===== src/rtl/maxnet_iter_ctrl_pkg.sv =====
// Shared types and constants for the Maxnet iteration controller.
// Holds the FSM state encoding and the activation/result widths.
package maxnet_iter_ctrl_pkg;

    typedef enum logic [1:0] {
        IDLE   = 2'd0,
        WAIT   = 2'd1,
        UPDATE = 2'd2,
        DONE   = 2'd3
    } state_t;

    localparam int ACT_W   = 5;
    localparam int RES_W   = 12;
    localparam int ACT_MAX = 15;

endpackage


===== src/rtl/maxnet_iter_ctrl_relu_sat.sv =====
// Combinational ReLU, arithmetic down-scale and clamp of one PU result
// into a non-negative activation for the next Maxnet iteration.
module relu_sat
    import maxnet_iter_ctrl_pkg::*;
#(
    parameter int SHIFT = 3
) (
    input  logic signed [RES_W-1:0] result,
    output logic        [ACT_W-1:0] act
);

    logic signed [RES_W-1:0] scaled;

    always_comb begin
        scaled = result >>> SHIFT;
        act    = '0;
        if (result > 0) begin
            if (scaled > RES_W'(ACT_MAX)) begin
                act = ACT_W'(ACT_MAX);
            end else begin
                act = scaled[ACT_W-1:0];
            end
        end
    end

endmodule


===== src/rtl/maxnet_iter_ctrl.sv =====
// Maxnet iteration controller: feeds activations back to the PU array until
// one neuron survives. Optional iteration limit under `MAXNET_TIMEOUT_EN.
module maxnet_iter_ctrl
    import maxnet_iter_ctrl_pkg::*;
#(
    parameter int PU_LATENCY = 2,
    parameter int SHIFT      = 3,
    parameter int MAX_ITER   = 15,
    parameter int ITER_W     = 4
) (
    input  logic              clk,
    input  logic              rst,
    input  logic              start,
    input  logic [ACT_W-1:0]  init_x0,
    input  logic [ACT_W-1:0]  init_x1,
    input  logic [ACT_W-1:0]  init_x2,
    input  logic [ACT_W-1:0]  init_x3,
    input  logic [RES_W-1:0]  pu_result0,
    input  logic [RES_W-1:0]  pu_result1,
    input  logic [RES_W-1:0]  pu_result2,
    input  logic [RES_W-1:0]  pu_result3,
    output logic [ACT_W-1:0]  pu_in0,
    output logic [ACT_W-1:0]  pu_in1,
    output logic [ACT_W-1:0]  pu_in2,
    output logic [ACT_W-1:0]  pu_in3,
    output logic              busy,
    output logic              done,
    output logic [1:0]        winner,
    output logic              no_winner,
    output logic [ITER_W-1:0] iter_count
);

`ifdef MAXNET_TIMEOUT_EN
    localparam bit TIMEOUT_EN = 1'b1;
`else
    localparam bit TIMEOUT_EN = 1'b0;
`endif

    localparam int WAIT_W = (PU_LATENCY > 1) ? $clog2(PU_LATENCY) : 1;

    state_t             state_q, state_n;
    logic [WAIT_W-1:0]  wait_q, wait_n;
    logic [ITER_W-1:0]  iter_q, iter_n, iter_inc;
    logic [1:0]         winner_q, winner_n, win_idx;
    logic               nw_q, nw_n, timeout;
    logic [2:0]         nz;
    logic [ACT_W-1:0]   pu_in_q [4];
    logic [ACT_W-1:0]   pu_in_n [4];
    logic [ACT_W-1:0]   init_x  [4];
    logic [ACT_W-1:0]   act     [4];
    logic signed [RES_W-1:0] res [4];

    assign res[0] = pu_result0;
    assign res[1] = pu_result1;
    assign res[2] = pu_result2;
    assign res[3] = pu_result3;

    assign init_x[0] = init_x0;
    assign init_x[1] = init_x1;
    assign init_x[2] = init_x2;
    assign init_x[3] = init_x3;

    for (genvar g = 0; g < 4; g++) begin : g_relu
        relu_sat #(.SHIFT(SHIFT)) u_relu_sat (
            .result (res[g]),
            .act    (act[g])
        );
    end

    always_ff @(posedge clk) begin
        if (!rst) begin
            state_q  <= IDLE;
            wait_q   <= '0;
            iter_q   <= '0;
            winner_q <= '0;
            nw_q     <= 1'b0;
            pu_in_q  <= '{default: '0};
        end else begin
            state_q  <= state_n;
            wait_q   <= wait_n;
            iter_q   <= iter_n;
            winner_q <= winner_n;
            nw_q     <= nw_n;
            pu_in_q  <= pu_in_n;
        end
    end

    always_comb begin
        state_n  = state_q;
        wait_n   = wait_q;
        iter_n   = iter_q;
        winner_n = winner_q;
        nw_n     = nw_q;
        pu_in_n  = pu_in_q;

        // Survivor count and index come from the fresh activations, not pu_in_q.
        nz      = '0;
        win_idx = '0;
        for (int unsigned i = 0; i < 4; i++) begin
            if (act[i] != '0) begin
                nz      = nz + 3'd1;
                win_idx = 2'(i);
            end
        end

        iter_inc = (iter_q == '1) ? iter_q : iter_q + 1'b1;
        timeout  = TIMEOUT_EN && (iter_inc == ITER_W'(MAX_ITER));

        case (state_q)
            IDLE, DONE: begin
                if (start) begin
                    pu_in_n = init_x;
                    iter_n  = '0;
                    wait_n  = '0;
                    state_n = WAIT;
                end
            end
            WAIT: begin
                if (wait_q == WAIT_W'(PU_LATENCY - 1)) begin
                    state_n = UPDATE;
                end else begin
                    wait_n = wait_q + 1'b1;
                end
            end
            UPDATE: begin
                pu_in_n = act;
                iter_n  = iter_inc;
                if (nz == 3'd1) begin
                    state_n  = DONE;
                    winner_n = win_idx;
                    nw_n     = 1'b0;
                end else if (nz == 3'd0 || timeout) begin
                    state_n  = DONE;
                    winner_n = '0;
                    nw_n     = 1'b1;
                end else begin
                    wait_n  = '0;
                    state_n = WAIT;
                end
            end
            default: state_n = IDLE;
        endcase
    end

    assign busy       = (state_q == WAIT) || (state_q == UPDATE);
    assign done       = (state_q == DONE);
    assign winner     = winner_q;
    assign no_winner  = nw_q;
    assign iter_count = iter_q;
    assign pu_in0     = pu_in_q[0];
    assign pu_in1     = pu_in_q[1];
    assign pu_in2     = pu_in_q[2];
    assign pu_in3     = pu_in_q[3];

endmodule


===== config.mk =====
export PLATFORM = sky130hd
export DESIGN_NAME = maxnet_iter_ctrl
export DESIGN_NICKNAME = d
export VERILOG_FILES = /design/src/rtl/maxnet_iter_ctrl_pkg.sv /design/src/rtl/maxnet_iter_ctrl_relu_sat.sv /design/src/rtl/maxnet_iter_ctrl.sv
export SDC_FILE = /design/constraint.sdc
export NUM_CORES = 1
export LEC_CHECK = 0
export CAP_MARGIN = 25
export CORE_ASPECT_RATIO = 0.6
export CORE_UTILIZATION = 25
export DETAILED_ROUTE_END_ITERATION = 10
export DONT_BUFFER_PORTS = 1
export GPL_ROUTABILITY_DRIVEN = 0
export PLACE_DENSITY = 0.39
export SYNTH_ARGS = -nofsm -noshare
export SYNTH_HDL_FRONTEND = slang
export SYNTH_HIERARCHICAL = 1
export SYNTH_SLANG_ARGS = --single-unit

===== constraint.sdc =====
create_clock -name clk -period 6.6 [get_ports clk]
set_clock_uncertainty 0.2 [all_clocks]
set_input_delay 1.32 -clock clk [delete_from_list [all_inputs] [get_ports clk]]
set_output_delay 1.32 -clock clk [all_outputs]
set_load 0.03 [all_outputs]

Word-level counts from Yosys, hierarchy flattened

Index checks and enable logic that the tools add are counted.

Word-level logic and storage cells: 81
Register bits after elaboration: 30
Output and inout bits: 29
Bits of input ports: 71

Mux-type cells: 34
$add $sub $neg: 5
Reduce and logical (&&, ||, !) cells: 15
Equality and inequality tests: 10
Magnitude comparators: 8

Operator list:

| operator                                                       | number |
|---|---|
| greater-than comparator 12 x 1 -> 1 bit, second input constant | 4 |
| 2-to-1 mux 5 bit                                               | 8 |
| one-hot mux 20 bit (2 select lines)                            | 1 |
| greater-than comparator 9 x 5 -> 1 bit, second input constant  | 4 |
| 2-to-1 mux 20 bit                                              | 1 |
| nonzero test 5 bit                                             | 4 |
| 2-to-1 mux 2 bit                                               | 8 |
| inequality test 2 bit, second input constant                   | 5 |
| adder 3 x 1 -> 3 bit, second input constant                    | 3 |
| 2-to-1 mux 3 bit                                               | 3 |
| 2-to-1 mux 1 bit                                               | 8 |
| 2-to-1 mux 4 bit                                               | 2 |
| one-hot mux 4 bit (2 select lines)                             | 1 |
| one-hot mux 2 bit (3 select lines)                             | 1 |
| AND reduction 2 bit                                            | 3 |
| AND reduction 3 bit                                            | 2 |
| adder 4 x 1 -> 4 bit, second input constant                    | 1 |
| equality test 2 bit, second input constant                     | 2 |
| equality test 4 bit, second input constant                     | 1 |
| nonzero test 2 bit                                             | 2 |
| equality test 3 x 1 -> 1 bit, second input constant            | 1 |
| zero test 3 bit                                                | 1 |
| one-hot mux 1 bit (3 select lines)                             | 1 |
| equality test 2 x 1 -> 1 bit, second input constant            | 1 |
| 4 further kinds                                                | 4 |

Depth between registers and ports, before layout

Gate-level depths: netlist (run 1).

Word-level depth: 15
Mapped depth: 13
Depth with buffers taken out: 13

Modules after synthesis

Netlist (run 1), hierarchy kept.

Modules (own cells, without submodules):

| module           | seq. area each (µm²) | cells an instance | area each (µm²) | times used |
|---|---|---|---|---|
| maxnet_iter_ctrl | 600.6                | 183               | 1730.4          | 1 |
| relu_sat         | 0.0                  | 11                | 58.8            | 4 |

Least setup slack after synthesis (run 1)

No wires, ideal clock.

Kind: input-to-reg
Start point: input pu_result0[10]
End point: register wait_q
Arrival time: 4162 ps
Buffers on the path: 0
Data required time: 6328 ps
Library setup time: 72 ps
Stages on the path: 13
Setup slack: 2167 ps
Cell sequence: nor4_2 > a21oi_1 > nor4_1 > nand2b_1 > ha_1 > or3_1 > and2_1 > ha_1 > inv_1 > o211a_1 > mux2_4 > a31oi_4 > mux2i_1

RTL lines:

| what                   | line                   | text |
|---|---|---|
| start: declaration     | maxnet_iter_ctrl.sv:18 | `input logic [RES_W-1:0] pu_result0,` |
| end signal: assignment | maxnet_iter_ctrl.sv:80 | `wait_q <= wait_n;` |
| end: declaration       | maxnet_iter_ctrl.sv:42 | `logic [WAIT_W-1:0] wait_q, wait_n;` |

==> summary.md, run 1 <==
| Metric | Value |
|---|---|
| Status | `finished, final reports clean` |
| Post-Syn Area | `1970 sq um` |
| IO buf count | `0` |
| Root Driver | `clkbuf_16` |
| Worst Path Required | `6.60 ns` |
| Largest net degree at the start of global routing | `44` |
| Final hold slack | `0.265 ns` |
| Clk_lat worst skew | `0.27 ns` |
| Worst R2R End | `iter_count[3]$_SDFFE_PN0P_` |
| Clock buffer depth | `2` |
| First-pass GRT wire length | `7.79 mm` |
| CP startpoint kind | `input port` |
| CP Class | `input port to register` |
| Power per Cell Area | `300 nW/um^2` |
| Worst-path fanout max | `6` |
| Chip height | `70.7 um` |
| I/O Pins | `100` |
| Lkg Pwr | `0.986 nW` |
| Post-synth EDFFs | `0` |
| Critical-path top delay cell | `nor4_1` |
| Initial Util | `26.4%` |
| Die Wd | `116 um` |
| Setup Viol. Count Final | `0` |
| Post-place instance area | `2010 sq um` |
| Worst Hold Class | `register to register` |
| FF-to-FF Start | `state_q[0]$_SDFFE_PN0P_` |
| Drt pass-1 iters | `4` |
| Die area | `8230 sq um` |
| Area grow syn2layout | `9.55%` |
| Yosys cell types | `41` |
| CTS tree | `done` |
| Design Area, Final | `2150 sq um` |
| F_max | `0.220 GHz` |
| Global route overflow | `0` |
| Final HPWL DP | `3.50 mm` |
| Top_reg_cell synth | `dfxtp_1` |
| Postcts setup bufs | `0` |
| Reg2reg setup slack | `3.49 ns` |
| Max Cap Viol | `0` |
| Layout cells sized above 1 | `9.55%` |
| Total clock buffers created by CTS | `5` |
| # fillers | `844` |
| DRC violations left | `0` |
| Total track usage | `12.5%` |
| CP Cell Sequence | `nor4_2, a21oi_1, nor4_1, nand2b_1, ha_1, or3_1, and2_1, ha_1, inv_1, o211a_1, mux2_4, a31oi_4, mux2i_1` |
| Post-Synthesis Mean Instance Area | `8.66 sq um` |
| Syn Nets | `305` |
| Most used cell, CP | `ha_1` |
| Reg2reg path depth | `7` |
| Fin nets | `297` |
| Asr flop ratio synth | `0%` |
| Drt wl/cell | `14.8 um` |
| ANT cells | `0` |
| Max H-tree Level | `2` |
| Max-slew violation count | `0` |
| Worst VDD drop | `0.116 mV` |
| Initial antenna violation count | `0` |
| Yosys reg bits | `30` |
| Number of global-route vias before repair | `1561` |
| Wirelength, routed | `4.80 mm` |
| Register area share after synthesis | `30.6%` |
| Total number of vias | `1548` |
| Yosys warning total | `6` |
| CP arrival | `4.55 ns` |
| Clock transition at the registers of the reported paths | `0.05 ns` |
| Post-CTS sizing | `0` |
| # hold bufs at CTS | `0` |
| Max transition margin | `41.0%` |
| Vias per std cell | `4.78` |
| CP Capture Type | `register` |
| Final hold vios | `0` |
| Syn Inst Count | `227` |
| Final min period | `4.55 ns` |
| Sink Count | `30` |
| Worst Tran Pin Value | `0.884 ns` |
| Hold depth | `2` |
| Tcrit/Tclk final | `68.9%` |
| Placement Rows | `24` |
| Hold endpoint | `wait_q$_SDFFE_PN0P_` |
| Most common cell after layout, fill and taps aside | `nand2_1` |
| Detailed Route Iter0 Violations | `59` |
| Most frequent cells in the layout | `32 x nand2_1, 30 x dfxtp_1, 24 x mux2i_1` |
| RSZ-0062 raised after global routing | `false` |
| CP peak stage delay | `0.48 ns` |
| Hold_sp | `wait_q$_SDFFE_PN0P_` |
| Setup_tns | `0 ns` |
| Core ar. | `7450 sq um` |
| Number of routed nets with antenna violations | `0` |
## critical path: cells and delay by family
kind	cells	cell delay, ns
AO/OA/AOI/OAI	3	0.44
buffers and inverters	1	0.04
adder cells (fa/ha/maj)	2	0.67
AND/OR/NAND/NOR	5	1.58
multiplexers	2	0.49
## area by class of cell
class                   count  area, sq um  area share [%]
clock inverters             1         5.00           0.232
inverters                  20         75.1            3.49
flip-flops and latches     30          601            27.9
multi-input cells         162         1200            55.7
well taps                 104          130            6.04
clock buffers               7          143            6.62
## registers in the layout, indices dropped and copies added (netlist names)
name	count
wait_q	1
pu_in3	5
pu_in1	5
pu_in0	5
iter_count	4
no_winner	1
pu_in2	5
state_q	2
winner	2
## routing by layer
metal	global-route usage [%]	up-vias	part of all wire, %
met5	0	-	0
met4	3.85	0	0.60
met1	16.6	716	49
li1	-	778	-
met3	6.26	4	9.0
met2	17.5	50	42
## synth_stat cells, drive strengths merged, types with 2 or more instances
master  count  share of area (%)
nand2      32                6.1
dfxtp      30                 31
mux2i      24                 12
o211a      22                 11
inv        20                3.8
a21oi      19                4.8
buf         7                2.9
clkbuf      7                1.3
ha          7                4.5
o21ai       7                1.8
nor2        6                1.1
and2        5                1.6
nor4        5                2.9
conb        4               0.76
nand3       3                1.4
nor2b       3               0.95
and3        2               0.64
mux2        2                1.3
nand4b      2               0.89
nor3        2               0.51
o211ai      2                1.5
o22ai       2               0.64
or3         2               0.89
or4         2                1.1
## where the power goes
part	switching [mW]	internal [mW]
clock	0.0803	0.149
sequential	0.0725	0.212
combinational	0.0772	0.0558
total	0.230	0.417
## logic make-up after synthesis
| logic type | Yosys count | synth area share, % |
|---|---|---|
| other | 4 | 0.764 |
| and+or+nand+nor | 67 | 19.1 |
| adders and majority gates | 7 | 4.46 |
| buffers and inverters | 35 | 8.53 |
| DFF | 30 | 30.6 |
| AOI/OAI and AO/OA | 58 | 23.0 |
| muxes | 26 | 13.6 |
## worst max path at each step
stage,to,slack (ns),startpoint,depth (start not counted)
2_1_floorplan,wait_q$_SDFFE_PN0P_,2.17,pu_result0[10],13
3_3_place_gp,wait_q$_SDFFE_PN0P_,1.81,pu_result0[10],13
3_5_place_dp,wait_q$_SDFFE_PN0P_,1.79,pu_result0[10],13
4_1_cts,wait_q$_SDFFE_PN0P_,2.08,pu_result0[10],13
5_1_grt,wait_q$_SDFFE_PN0P_,1.81,pu_result0[10],13
6_report,wait_q$_SDFFE_PN0P_,2.05,pu_result0[10],13
## per-stage QoR
step / utilization (%) / setup WS, ns / cells / power [mW]
4_1_cts: 28.9 / 2.08 / 324 / 0.661
5_1_grt: 28.9 / 1.81 / 324 / 0.688
3_5_place_dp: 26.9 / 1.79 / 316 / 0.424
2_1_floorplan: - / 2.17 / 227 / 0.402
6_report: 28.9 / 2.05 / 324 / 0.647
3_3_place_gp: 26.9 / 1.81 / 316 / 0.423
No activity file was read; power rests on OpenSTA's default activity.
==> inputs of run 2 (changes only) <==
- clock period: 6.6 -> 4.6 ns (I/O delays scaled with it)
==> summary.md, run 2 (synthesis results as in run 1) <==
| Metric | Value |
|---|---|
| Status | `finished, final reports clean` |
| Max transition margin | `45.2%` |
| # hold bufs at CTS | `0` |
| Post-CTS sizing | `0` |
| Clock buffer depth | `2` |
| Largest net degree at the start of global routing | `44` |
| Area of the multi-input gates | `1200 sq um` |
| Worst Tran Pin Value | `0.822 ns` |
| Worst VDD drop | `0.185 mV` |
| Layout cells sized above 1 | `10.4%` |
| Worst Path Buf+Inv | `1` |
| Die Wd | `116 um` |
| Drt wl/cell | `15.0 um` |
| F_max | `0.244 GHz` |
| Power per Cell Area | `441 nW/um^2` |
| Setup WS post-layout | `0.510 ns` |
| Final hold vios | `0` |
| Total track usage | `12.7%` |
| Max-slew violation count | `0` |
| Worst Hold Class | `register to register` |
| Vias per std cell | `4.78` |
| Clock transition at the registers of the reported paths | `0.05 ns` |
| CP Class | `input port to register` |
| Setup WS pre-CTS | `0.218 ns` |
| Detailed Route Iter0 Violations | `72` |
| Critical-path top delay cell | `nor4_1` |
| Most common cell after layout, fill and taps aside | `nand2_1` |
| Postcts setup bufs | `0` |
| CP Cell Sequence | `nor4_2, a21oi_1, nor4_1, nand2b_1, ha_1, or3_1, and2_1, ha_1, inv_1, o211a_1, mux2_4, a31oi_4, mux2i_1` |
| Setup_tns | `0 ns` |
| Sink Count | `30` |
| Total clock buffers created by CTS | `5` |
| Root Driver | `clkbuf_16` |
| Initial antenna violation count | `0` |
| Clk_lat worst skew | `0.28 ns` |
| Fin nets | `298` |
| ANT cells | `0` |
| Max H-tree Level | `2` |
| Number of routed nets with antenna violations | `0` |
| Core ar. | `7450 sq um` |
| Total number of vias | `1555` |
| CTS tree | `done` |
| Most frequent cells in the layout | `32 x nand2_1, 30 x dfxtp_1, 24 x mux2i_1` |
| Initial Util | `26.4%` |
| Die area | `8230 sq um` |
| Worst Path Required | `4.61 ns` |
| Global route overflow | `0` |
| RSZ-0062 raised after global routing | `false` |
| Number of global-route vias before repair | `1573` |
| Setup Viol. Count Final | `0` |
| CP startpoint kind | `input port` |
| Worst-path fanout max | `6` |
| First-pass GRT wire length | `7.84 mm` |
| Final HPWL DP | `3.43 mm` |
| # fillers | `829` |
| Most used cell, CP | `ha_1` |
| Top cell family by delay on the critical path | `simple AND/OR/NAND/NOR gates` |
| DRC violations left | `0` |
| Drt pass-1 iters | `4` |
| Area grow syn2layout | `10.9%` |
| Placement Rows | `24` |
| Register area | `601 sq um` |
| Tcrit/Tclk final | `88.9%` |
| Final min period | `4.09 ns` |
| Lkg Pwr | `1.00 nW` |
| IO buf count | `0` |
| CP arrival | `4.10 ns` |
| I/O Pins | `100` |
| Max Cap Viol | `0` |
| CP Capture Type | `register` |
| Wirelength, routed | `4.86 mm` |
| Chip height | `70.7 um` |
| CP peak stage delay | `0.46 ns` |
run 2: layout make-up:
type                            instances  share of cell area [%]
Clock buffer                            8                    7.63
Inverter                               20                    3.44
Multi-Input combinational cell        162                    55.1
Sequential cell                        30                    27.6
Tap cell                              104                    5.97
Timing Repair Buffer                    1                   0.344
run 2: metrics by stage:
step                area (sq um)  instances  hold slack (ns)  power [mW]  util, %
finish                      2180        325            0.260       0.961     29.3
global route                2180        325            0.306        1.02     29.3
CTS                         2180        325            0.267       0.982     29.3
detailed placement          2010        317            0.259       0.610     27.0
global placement            2010        317            0.254       0.608     27.0
floorplan                   1970        227            0.235       0.577        -
run 2: routing by layer:
layer  GRT usage (%)  vias up  routed length (um)
met2            18.3       51                2020
met5               0        -                   0
li1                -      782                   -
met4            3.56        0                  34
met1            16.2      717                2300
met3            6.77        5                 498
run 2: worst min-delay path, delay by kind of cell, from the launching register on:
kind | cells | cell delay [ns]
mux | 1 | 0.05
flops | 1 | 0.31
simple gates | 1 | 0.05
run 2: worst paths after layout:
kind	end	start	cells past startpoint	slack (ns)
min	wait_q$_SDFFE_PN0P_	wait_q$_SDFFE_PN0P_	2	0.26
max reg2reg	iter_count[3]$_SDFFE_PN0P_	state_q[0]$_SDFFE_PN0P_	7	2.00
min reg2reg	wait_q$_SDFFE_PN0P_	wait_q$_SDFFE_PN0P_	2	0.26
max	wait_q$_SDFFE_PN0P_	pu_result0[10]	13	0.51
run 2: where the power goes:
part           internal [mW]  leakage [nW]  switching, mW
clock network          0.245        0.0832          0.117
registers              0.304         0.247          0.104
logic                 0.0798         0.671          0.111
total                  0.628          1.00          0.333
